--- src/rtl/aes_buffer_sequencer.sv ---
// aes_buffer_sequencer
//   Walks the shared AES buffer: loads the 128-bit key and block count, then
//   for each block reads four words, runs the round core through a
//   ready/start/done handshake, and writes the result back in place. A
//   one-cycle completion pulse goes back to the MMIO control register.
//
// Ports
//   clk_in           clock
//   rst_in           asynchronous active-low reset
//   aes_ctrl_in      {valid_result, decrypt, encrypt} from the control register
//   data_in          buffer read data, valid one cycle after its address
//   data_out         buffer write data
//   aes_addr_out     buffer word address
//   aes_mem_we_out   buffer byte write enables (nonzero only while writing back)
//   aes_complete_out one-cycle completion pulse
//   core_key_out     key to the round core
//   core_block_out   input block to the round core
//   core_decrypt_out 1 = decrypt, 0 = encrypt
//   core_start_out   one-cycle start pulse to the round core
//   core_ready_in    round core idle
//   core_done_in     core_result_in valid
//   core_result_in   result block
//   busy_out         high whenever the sequencer is not idle
module aes_buffer_sequencer #(
  parameter int KEY_BASE   = 0,
  parameter int COUNT_ADDR = 4,
  parameter int DATA_BASE  = 8,
  parameter int MAX_BLOCKS = 254
) (
  input  logic         clk_in,
  input  logic         rst_in,
  input  logic [2:0]   aes_ctrl_in,
  input  logic [31:0]  data_in,
  output logic [31:0]  data_out,
  output logic [9:0]   aes_addr_out,
  output logic [3:0]   aes_mem_we_out,
  output logic         aes_complete_out,
  output logic [127:0] core_key_out,
  output logic [127:0] core_block_out,
  output logic         core_decrypt_out,
  output logic         core_start_out,
  input  logic         core_ready_in,
  input  logic         core_done_in,
  input  logic [127:0] core_result_in,
  output logic         busy_out
);

  typedef enum logic [2:0] {
    S_IDLE, S_LOAD, S_CHECK, S_READ, S_START, S_WAIT, S_WRITE, S_DONE
  } state_t;

  state_t       state;
  logic [2:0]   sub_cnt;    // step within LOAD / READ / WRITE
  logic [7:0]   count_raw;
  logic [7:0]   n_blocks;
  logic [7:0]   blk_idx;
  logic [127:0] result;

  logic go;
  logic both;
  logic abort;

  assign go    = aes_ctrl_in[0] ^ aes_ctrl_in[1];
  assign both  = aes_ctrl_in[0] & aes_ctrl_in[1];
  assign abort = (aes_ctrl_in[1:0] == 2'b00);

  // Saturate the requested block count so the last data word stays in range.
  function automatic logic [7:0] clamp_count(input logic [7:0] c);
    if (int'(c) > MAX_BLOCKS) return 8'(MAX_BLOCKS);
    return c;
  endfunction

  function automatic logic [9:0] blk_addr(input logic [7:0] idx, input logic [1:0] k);
    return 10'(DATA_BASE) + {idx, 2'b00} + {8'd0, k};
  endfunction

  // Word 0 (lowest address) is the most significant word.
  function automatic logic [31:0] word_of(input logic [127:0] b, input logic [1:0] k);
    logic [31:0] w;
    case (k)
      2'd0:    w = b[127:96];
      2'd1:    w = b[95:64];
      2'd2:    w = b[63:32];
      default: w = b[31:0];
    endcase
    return w;
  endfunction

  // Start is qualified by the live ready input so it fires in the very cycle
  // the core reports idle; an abort in that cycle suppresses it.
  assign core_start_out = (state == S_START) && core_ready_in && !abort;
  assign busy_out       = (state != S_IDLE);

  always_ff @(posedge clk_in or negedge rst_in) begin
    if (!rst_in) begin
      state            <= S_IDLE;
      sub_cnt          <= 3'd0;
      count_raw        <= 8'd0;
      n_blocks         <= 8'd0;
      blk_idx          <= 8'd0;
      result           <= '0;
      aes_addr_out     <= 10'd0;
      data_out         <= 32'd0;
      aes_mem_we_out   <= 4'd0;
      aes_complete_out <= 1'b0;
      core_decrypt_out <= 1'b0;
      core_key_out     <= '0;
      core_block_out   <= '0;
    end else begin
      aes_complete_out <= 1'b0;
      if (abort && state != S_IDLE && state != S_DONE) begin
        state          <= S_IDLE;
        aes_mem_we_out <= 4'd0;
      end else begin
        case (state)
          S_IDLE: begin
            if (both) begin
              state            <= S_DONE;
              aes_complete_out <= 1'b1;
            end else if (go) begin
              core_decrypt_out <= aes_ctrl_in[1];
              state            <= S_LOAD;
              sub_cnt          <= 3'd0;
              aes_addr_out     <= 10'(KEY_BASE);
            end
          end

          // ---- LOAD: addresses on steps 0-4, data captured on steps 1-5
          S_LOAD: begin
            sub_cnt <= sub_cnt + 3'd1;
            case (sub_cnt)
              3'd0: aes_addr_out <= 10'(KEY_BASE + 1);
              3'd1: begin
                core_key_out[127:96] <= data_in;
                aes_addr_out         <= 10'(KEY_BASE + 2);
              end
              3'd2: begin
                core_key_out[95:64] <= data_in;
                aes_addr_out        <= 10'(KEY_BASE + 3);
              end
              3'd3: begin
                core_key_out[63:32] <= data_in;
                aes_addr_out        <= 10'(COUNT_ADDR);
              end
              3'd4: core_key_out[31:0] <= data_in;
              3'd5: begin
                count_raw <= data_in[7:0];
                state     <= S_CHECK;
              end
              default: ;
            endcase
          end

          S_CHECK: begin
            n_blocks <= clamp_count(count_raw);
            blk_idx  <= 8'd0;
            if (clamp_count(count_raw) == 8'd0) begin
              state            <= S_DONE;
              aes_complete_out <= 1'b1;
            end else begin
              state        <= S_READ;
              sub_cnt      <= 3'd0;
              aes_addr_out <= blk_addr(8'd0, 2'd0);
            end
          end

          // ---- READ: addresses on steps 0-3, data captured on steps 1-4
          S_READ: begin
            sub_cnt <= sub_cnt + 3'd1;
            case (sub_cnt)
              3'd0: aes_addr_out <= blk_addr(blk_idx, 2'd1);
              3'd1: begin
                core_block_out[127:96] <= data_in;
                aes_addr_out           <= blk_addr(blk_idx, 2'd2);
              end
              3'd2: begin
                core_block_out[95:64] <= data_in;
                aes_addr_out          <= blk_addr(blk_idx, 2'd3);
              end
              3'd3: core_block_out[63:32] <= data_in;
              3'd4: begin
                core_block_out[31:0] <= data_in;
                state                <= S_START;
              end
              default: ;
            endcase
          end

          S_START: begin
            if (core_ready_in) state <= S_WAIT;
          end

          // ---- WAIT: first write word is presented as the result lands
          S_WAIT: begin
            if (core_done_in) begin
              result         <= core_result_in;
              state          <= S_WRITE;
              sub_cnt        <= 3'd0;
              aes_mem_we_out <= 4'hF;
              aes_addr_out   <= blk_addr(blk_idx, 2'd0);
              data_out       <= core_result_in[127:96];
            end
          end

          // ---- WRITE: four write cycles, then next block or done
          S_WRITE: begin
            sub_cnt <= sub_cnt + 3'd1;
            if (sub_cnt < 3'd3) begin
              aes_addr_out <= blk_addr(blk_idx, sub_cnt[1:0] + 2'd1);
              data_out     <= word_of(result, sub_cnt[1:0] + 2'd1);
            end else begin
              aes_mem_we_out <= 4'd0;
              blk_idx        <= blk_idx + 8'd1;
              if ((blk_idx + 8'd1) == n_blocks) begin
                state            <= S_DONE;
                aes_complete_out <= 1'b1;
              end else begin
                state        <= S_READ;
                sub_cnt      <= 3'd0;
                aes_addr_out <= blk_addr(blk_idx + 8'd1, 2'd0);
              end
            end
          end

          S_DONE: state <= S_IDLE;

          default: state <= S_IDLE;
        endcase
      end
    end
  end

endmodule
--- config.mk ---
export PLATFORM = sky130hd
export DESIGN_NAME = aes_buffer_sequencer
export DESIGN_NICKNAME = d
export VERILOG_FILES = /design/src/rtl/aes_buffer_sequencer.sv
export SDC_FILE = /design/constraint.sdc
export NUM_CORES = 1
export LEC_CHECK = 0
export ABC_AREA = 1
export CAP_MARGIN = 20
export CORE_MARGIN = 2
export CORE_UTILIZATION = 50
export CTS_CLUSTER_DIAMETER = 30
export CTS_CLUSTER_SIZE = 12
export DETAILED_ROUTE_END_ITERATION = 10
export DONT_BUFFER_PORTS = 1
export HOLD_SLACK_MARGIN = 0.05
export PLACE_DENSITY = 0.72
export REMOVE_ABC_BUFFERS = 1
export SYNTH_ARGS = -nofsm -noshare
export SYNTH_HDL_FRONTEND = slang
export SYNTH_SLANG_ARGS = --single-unit
--- constraint.sdc ---
create_clock -name clk_in -period 1.7 [get_ports clk_in]
set_input_delay 0.255 -clock clk_in [delete_from_list [all_inputs] [get_ports clk_in]]
set_output_delay 0.255 -clock clk_in [all_outputs]
set_load 0.02 [all_outputs]
==> Yosys cells after proc, flatten, opt, wreduce, memory -nomap -nowiden <==
Cells that the tools add are included.
{ "word_totals": {"register_bits": 462, "latch_bits": 0, "ram_bits": 0, "romBits": 0, "out_inout_bits": 306, "wordCells": 150, "memories": 0} }
{ "op_classes": {"n_addsub": 9, "n_mul": 0, "div": 0, "order_cmp": 2, "eq_ne": 31, "shift": 0, "n_mux": 50, "bitwise": 4, "n_reduce_logical": 35} }
{ "ops": {"columns": ["op", "count"], "rows": [
  ["32-bit one-hot mux with 3 select lines", 1],
  ["32-bit 2-to-1 mux", 2],
  ["32-bit one-hot mux with 2 select lines", 1],
  ["10-bit 2-to-1 mux", 6],
  ["10-bit one-hot mux with 6 select lines", 1],
  ["3-bit 2-to-1 mux", 16],
  ["8-bit 2-to-1 mux", 5],
  ["10-bit one-hot mux with 4 select lines", 1],
  ["3-bit AND reduction", 12],
  ["10-bit one-hot mux with 3 select lines", 1],
  ["3-bit one-hot mux with 8 select lines", 1],
  ["10-bit by 2-bit adder with 10-bit output (second input constant)", 2],
  ["4-bit by 10-bit adder with 10-bit output (first input constant)", 2],
  ["3-bit equality test (second input constant)", 6],
  ["8-bit one-hot mux with 2 select lines", 1],
  ["3-bit one-hot mux with 5 select lines", 1],
  ["3-bit by 2-bit equality test with 1-bit output (second input constant)", 4],
  ["4-bit 2-to-1 mux", 3],
  ["2-bit != test (second input constant)", 6],
  ["3-bit != test (second input constant)", 4],
  ["6-bit AND reduction", 2],
  ["10-bit by 1-bit adder with 10-bit output (second input constant)", 1],
  ["10-bit by 2-bit adder with 10-bit output", 1],
  ["3-bit by 2-bit != test with 1-bit output (second input constant)", 3],
  ["other kinds (31)", 48]
]} }

==> Depth between registers and ports, before layout <==
{ "logic_depth": {"word_depth": 11, "mapped_depth": 13, "depth_no_buf": 13} }

==> Worst setup path before layout <==
OpenSTA, ideal clock, no wires.
{ "synth_path": {"kind": "reg-to-reg", "start": "register state[0]", "end": "register result[107]", "arrival_time_ns": 1.801, "t_required_ns": 1.575, "slack_ns": -0.226, "stages_incl_launch_ff": 9, "n_path_buf": 2, "synth_period_minus_slack_ns": 1.926, "cell_sequence": "dfrtp_1 inv_1 ha_1 nand2_2 nand3_2 nand3_1 buf_4 buf_2 mux2_2"} }
{ "synth_via": {"elab_chain_cells": 5} }
{ "synth_rtl": {"columns": ["element", "line_no", "text"], "rows": [
  ["start: declaration", "52", "state_t state;"],
  ["start signal: assignment", "96", "state <= S_IDLE;"],
  ["start signal: assignment", "112", "state <= S_IDLE;"],
  ["start signal: assignment", "118", "state <= S_DONE;"],
  ["3-bit nonzero test", null, null],
  ["named net busy_out", "45", "output logic busy_out"],
  ["1-bit logical AND (2 in a row)", "111", "if (abort && state != S_IDLE && state != S_DONE) begin"],
  ["1-bit inverter (no line)", null, null],
  ["3-bit AND reduction (no line)", null, null],
  ["end signal: assignment", "196", "result <= core_result_in;"],
  ["end: declaration", "57", "logic [127:0] result;"]
]} }
The timed path passes the listed nets, and every way through them passes these cells.
A chain may end at the register's enable or synchronous reset.

==> Worst setup path in the final report <==
{ "layout_path": {"start": "register sub_cnt[0]", "end": "register data_out[5]"} }
{ "layout_via": {"elab_chain_cells": 5} }
{ "layout_rtl": {"columns": ["element", "line_no", "text"], "rows": [
  ["start: declaration", "53", "logic [2:0] sub_cnt;"],
  ["start signal: assignment", "130", "sub_cnt <= sub_cnt + 3'd1;"],
  ["start signal: assignment", "169", "sub_cnt <= sub_cnt + 3'd1;"],
  ["start signal: assignment", "207", "sub_cnt <= sub_cnt + 3'd1;"],
  ["2-bit by 1-bit adder with 2-bit output", "210", "data_out <= word_of(result, sub_cnt[1:0] + 2'd1);"],
  ["2-bit equality test (tied with other cells)", "80", "case (k)"],
  ["32-bit one-hot mux with 3 select lines", "80", null],
  ["32-bit 2-to-1 mux", "208", "if (sub_cnt < 3'd3) begin"],
  ["32-bit one-hot mux with 2 select lines", "115", "case (state)"],
  ["end signal: assignment", "201", "data_out <= core_result_in[127:96];"],
  ["end signal: assignment", "210", null],
  ["end: declaration", "34", "output logic [31:0] data_out,"]
]} }
Parallel ways exist; a longest one is shown, timed or not. The select of a mux whose other input is x is not followed.

==> flow_summary.rst <==
.. list-table::
   :header-rows: 1

   * - Metric
     - Value
   * - Vias in the first global route
     - 17200
   * - Global routing met3 resource utilization
     - about a fifth
   * - Number of synthesis warnings
     - 0
   * - Timing startpoint of the critical path
     - sub_cnt[0]
   * - Largest vdd supply drop
     - 1427 uV
   * - Inserted Clock Buffers
     - between 90 and 100
   * - Mapped cell area
     - between 0.015 and 0.02 mm2
   * - Post-route design area
     - roughly 0.028 mm2
   * - Classification of the worst setup path
     - reg2reg
   * - Post-layout instance count excluding filler cells
     - between 2000 and 3000
   * - Total number of placement rows
     - 70
   * - Worst-case reg-to-reg path depth
     - 8
   * - Clock latency reported for the late side of the worst-skew pair
     - 0.64 ns
   * - Number of fillers in the final layout
     - a little over 2000
   * - Avg WL per Cell
     - approximately 30 um
   * - TritonCTS sink count
     - 459
   * - Clock buffer depth
     - 3
   * - Synthesized-area fraction occupied by xor and xnor cells
     - 0.2331%
   * - Commonest non-fill, non-tap cells in the layout
     - sky130_fd_sc_hd__dfrtp_1 (455), sky130_fd_sc_hd__nand2_1 (399), sky130_fd_sc_hd__o21ai_0 (248), sky130_fd_sc_hd__dlygate4sd3_1 (161), sky130_fd_sc_hd__mux2_2 (120)
   * - Area growth syn-to-layout
     - 46.70%
   * - Total of flip-flops plus latches after synthesis
     - between 400 and 500
   * - Sum of routed wire length over all layers
     - around 84000 um
   * - Category of the worst setup path capture point
     - register
   * - Startpoint of the worst register-to-register path
     - sub_cnt[0]
   * - Violated checks
     - negative hold slack, negative setup slack
   * - Register area
     - ~0.011 mm2
   * - Share of the clock period used by the worst path after layout
     - 153.5%
   * - Maximum clock frequency
     - ~380 MHz
   * - Smallest hold slack
     - -0.6672 ns
   * - Ranking of synthesized cells by area
     - sky130_fd_sc_hd__dfrtp_1 (61%), sky130_fd_sc_hd__nand2_1 (9.6%), sky130_fd_sc_hd__o21ai_0 (8.2%)
   * - Clock transition at the registers of the reported paths
     - around 0.060 ns
   * - Post-synthesis average cell area
     - about 10 um2
   * - GR Overflow Total
     - 0
   * - Summed negative setup slack over all endpoints
     - -95.54 ns
   * - Crit path time final
     - 2.609 ns
   * - Sequential-to-total area share from yosys stat
     - about three fifths
   * - Remaining DRCs
     - 0
   * - Fraction of layout instances using a drive strength above 1
     - a little under a third
   * - Critical path fanouts, max
     - 19
   * - IO Pins
     - 473
   * - Post-synthesis compound-gate area fraction
     - about an eighth
   * - Fin nets
     - 2398
   * - Post-synth top area share
     - 61.15%
   * - Crit path launch type
     - register
   * - Netlist cell types
     - 34
   * - DRT antenna net count
     - 0
   * - Max Transition Viols Final
     - 0
   * - Worst Clk Skew
     - between 0.04 and 0.05 ns
   * - GR met2 Demand/Resource
     - 55.66%
   * - Required time of the worst setup path
     - 2.20 ns
   * - Routed via count divided by cell count
     - 6.402
   * - Die Height
     - around 200 um
   * - Core footprint
     - ~0.037 mm2
   * - Pin count of the biggest net entering global routing
     - between 400 and 500
   * - Static leakage power
     - ~13 nW
   * - Total chip power
     - approximately 58 mW
   * - Setup repair after global routing missed its margin
     - yes
   * - Relative slew slack
     - a little over a tenth
   * - Max stage delay on crit path
     - 0.78 ns
   * - Critical Path, Cell by Cell
     - buf_4 -> ha_1 -> buf_4 -> buf_12 -> a21oi_1 -> a31oi_1 -> o21ai_0 -> a31oi_1
   * - Hold buffer count at cts
     - around 160
   * - Post-synthesis cell type with the largest combined area
     - sky130_fd_sc_hd__dfrtp_1
   * - Die Span X
     - slightly below 200 um
   * - Final weighted congestion in routability-driven placement
     - slightly below 0.9
   * - Class of the most critical hold timing path
     - in2async
   * - Worst reg-to-reg setup slack
     - -0.91 ns
   * - HPWL after DPL
     - between 30000 and 40000 um
   * - GRT Max-Usage Layer
     - met2
   * - Main combinational cell family by area after synthesis
     - simple AND/OR/NAND/NOR gates
   * - Most common cell after layout, fill and taps aside
     - sky130_fd_sc_hd__dfrtp_1
   * - Cell Area, Placed
     - ~0.020 mm2
   * - Actual transition at the worst max-transition pin
     - about 1.3 ns
   * - Initial cell density of the core
     - between 50% and 60%
   * - Final core utilization
     - roughly three quarters
   * - Syn Inst Count
     - approximately 1900
   * - Outcome
     - finished, violations left
   * - Drt first pass iters
     - 8
   * - Root buffer selected by CTS
     - sky130_fd_sc_hd__clkbuf_16
   * - Antenna violations before repair
     - 24
   * - Reported max-cap violation count
     - 0
   * - Terminus of the critical flop-to-flop path
     - data_out[5]
   * - Multi-input gate area
     - between 0.007 and 0.008 mm2
   * - Area of the die
     - between 0.03 and 0.04 mm2
   * - Wire length of the first global-routing pass
     - between 100000 and 150000 um
   * - CTS tree
     - yes
   * - Global routing usage on met1
     - 39.01%
   * - Adder-cell area share of the yosys netlist
     - 1.132%
   * - Slack of the critical path
     - -0.9093 ns
   * - Final-report hold violation count
     - 459
   * - Total number of vias
     - between 15000 and 20000
   * - Count of input and output buffers
     - 0
   * - Placed cells
     - 2344
   * - Simple-Gate Fraction of Synth Area
     - between 10% and 20%
   * - Final setup violation count
     - between 400 and 500
   * - Total number of H-tree levels
     - 3
   * - Share of cell area taken by muxes after synthesis
     - around 7.7%
   * - Arr. time, crit path
     - slightly above 3 ns
   * - Power Dens Cells
     - 2100 mW/mm2
   * - Initial DRC count
     - roughly 1900
   * - Critical-path top delay cell
     - sky130_fd_sc_hd__a21oi_1
   * - GRT Util Overall
     - 36.44%
## worst max path at each step
stage / endpoint / slack, ns / cells past startpoint
after floorplan: result[0] / -3.52 / 6
after global placement: aes_addr_out[6] / -0.25 / 11
after detailed placement: state[2] / -0.34 / 12
after CTS: data_out[15] / -0.27 / 13
after global routing: data_out[5] / -1.03 / 8
final: data_out[5] / -0.91 / 8
## worst max-delay path, delay by kind of cell, from the launching register on
family	cells	cell delay, ns
AOI/OAI and AO/OA	4	1.41
buffers and inverters	3	0.50
DFF	1	0.36
adders and majority gates	1	0.21
## registers in the layout, indices dropped and copies added, names as in the netlist
register          count
core_block_out      128
core_key_out        128
result              128
data_out             32
aes_addr_out         10
blk_idx               8
count_raw             8
n_blocks              8
state                 3
sub_cnt               3
aes_complete_out      1
aes_mem_we_out        1
core_decrypt_out      1
## power by group
group / internal, mW / total, mW / switching, mW
registers: 15.4 / 23.8 / 8.41
logic: 6.90 / 15.4 / 8.46
clock network: 11.9 / 18.7 / 6.77
total: 34.2 / 57.9 / 23.6
## cell families (layout without fill, tap and decap cells)
group	count (synthesis)	after routing
XOR/XNOR	5	5
adder cells (fa/ha/maj)	17	17
buffers and inverters	194	618
other	0	19
flip-flops	459	459
AO/OA/AOI/OAI	441	441
AND/OR/NAND/NOR	617	619
multiplexers	128	128
## Yosys cell counts
| library cell | n |
|---|---|
| sky130_fd_sc_hd__a211oi_4 | 1 |
| sky130_fd_sc_hd__buf_1 | 3 |
| sky130_fd_sc_hd__nand2_2 | 4 |
| sky130_fd_sc_hd__nor2_1 | 71 |
| sky130_fd_sc_hd__nor3b_1 | 1 |
| sky130_fd_sc_hd__o31ai_1 | 1 |
| sky130_fd_sc_hd__o211ai_1 | 1 |
| sky130_fd_sc_hd__nand4_1 | 8 |
| sky130_fd_sc_hd__a22o_1 | 1 |
| sky130_fd_sc_hd__xnor2_1 | 2 |
| sky130_fd_sc_hd__buf_4 | 18 |
| sky130_fd_sc_hd__a211oi_1 | 1 |
| sky130_fd_sc_hd__clkbuf_1 | 49 |
| sky130_fd_sc_hd__o22ai_1 | 6 |
| sky130_fd_sc_hd__buf_2 | 34 |
| sky130_fd_sc_hd__o21ai_1 | 16 |
| sky130_fd_sc_hd__nor2_2 | 2 |
| sky130_fd_sc_hd__nand3_1 | 40 |
| sky130_fd_sc_hd__a21oi_1 | 39 |
| sky130_fd_sc_hd__ha_1 | 17 |
| sky130_fd_sc_hd__a22oi_1 | 2 |
| sky130_fd_sc_hd__nor3_1 | 5 |
| sky130_fd_sc_hd__inv_1 | 87 |
| sky130_fd_sc_hd__mux2_2 | 128 |
| sky130_fd_sc_hd__xor2_1 | 3 |
| sky130_fd_sc_hd__nand2_1 | 482 |
| sky130_fd_sc_hd__o21ai_0 | 307 |
| sky130_fd_sc_hd__nand3b_1 | 3 |
| sky130_fd_sc_hd__o32ai_1 | 1 |
| sky130_fd_sc_hd__inv_2 | 3 |
| sky130_fd_sc_hd__a31oi_1 | 64 |
| sky130_fd_sc_hd__nand3_2 | 1 |
| sky130_fd_sc_hd__dfrtp_1 | 459 |
| sky130_fd_sc_hd__o221ai_1 | 1 |
## per-layer routing
| metal | vias to the layer above | part of all wire, % |
|---|---|---|
| li1 | 7022 | - |
| met5 | - | 0.46 |
| met4 | 22 | 7.9 |
| met3 | 554 | 15 |
| met2 | 1647 | 45 |
| met1 | 8513 | 31 |
## per-stage QoR
stage          hold slack (ns)  setup slack (ns)
3_5_place_dp          -0.01479           -0.3351
5_1_grt                -0.6804            -1.027
4_1_cts                -0.6692           -0.2676
6_report               -0.6672           -0.9093
2_1_floorplan         -0.04059            -3.522
3_3_place_gp          -0.02287           -0.2478
## final cells by class
| cell class | count | share of cell area [%] |
|---|---|---|
| Tap cell | 468 | 2.125 |
| Antenna cell | 19 | 0.1725 |
| Multi-Input combinational cell | 1210 | 27.62 |
| Sequential cell | 459 | 41.70 |
| Clock buffer | 112 | 9.067 |
| Clock inverter | 54 | 2.438 |
| Inverter | 90 | 1.276 |
| Timing Repair Buffer | 362 | 15.61 |
## timing repair
item,CTS,global route
hold endpoints to repair,868,459
buffers inserted,13,32
setup endpoints to repair,452,459
gates resized for setup,53,334
cloned,13,28
pin swaps,9,34
No activity file was read; power rests on OpenSTA's default activity.
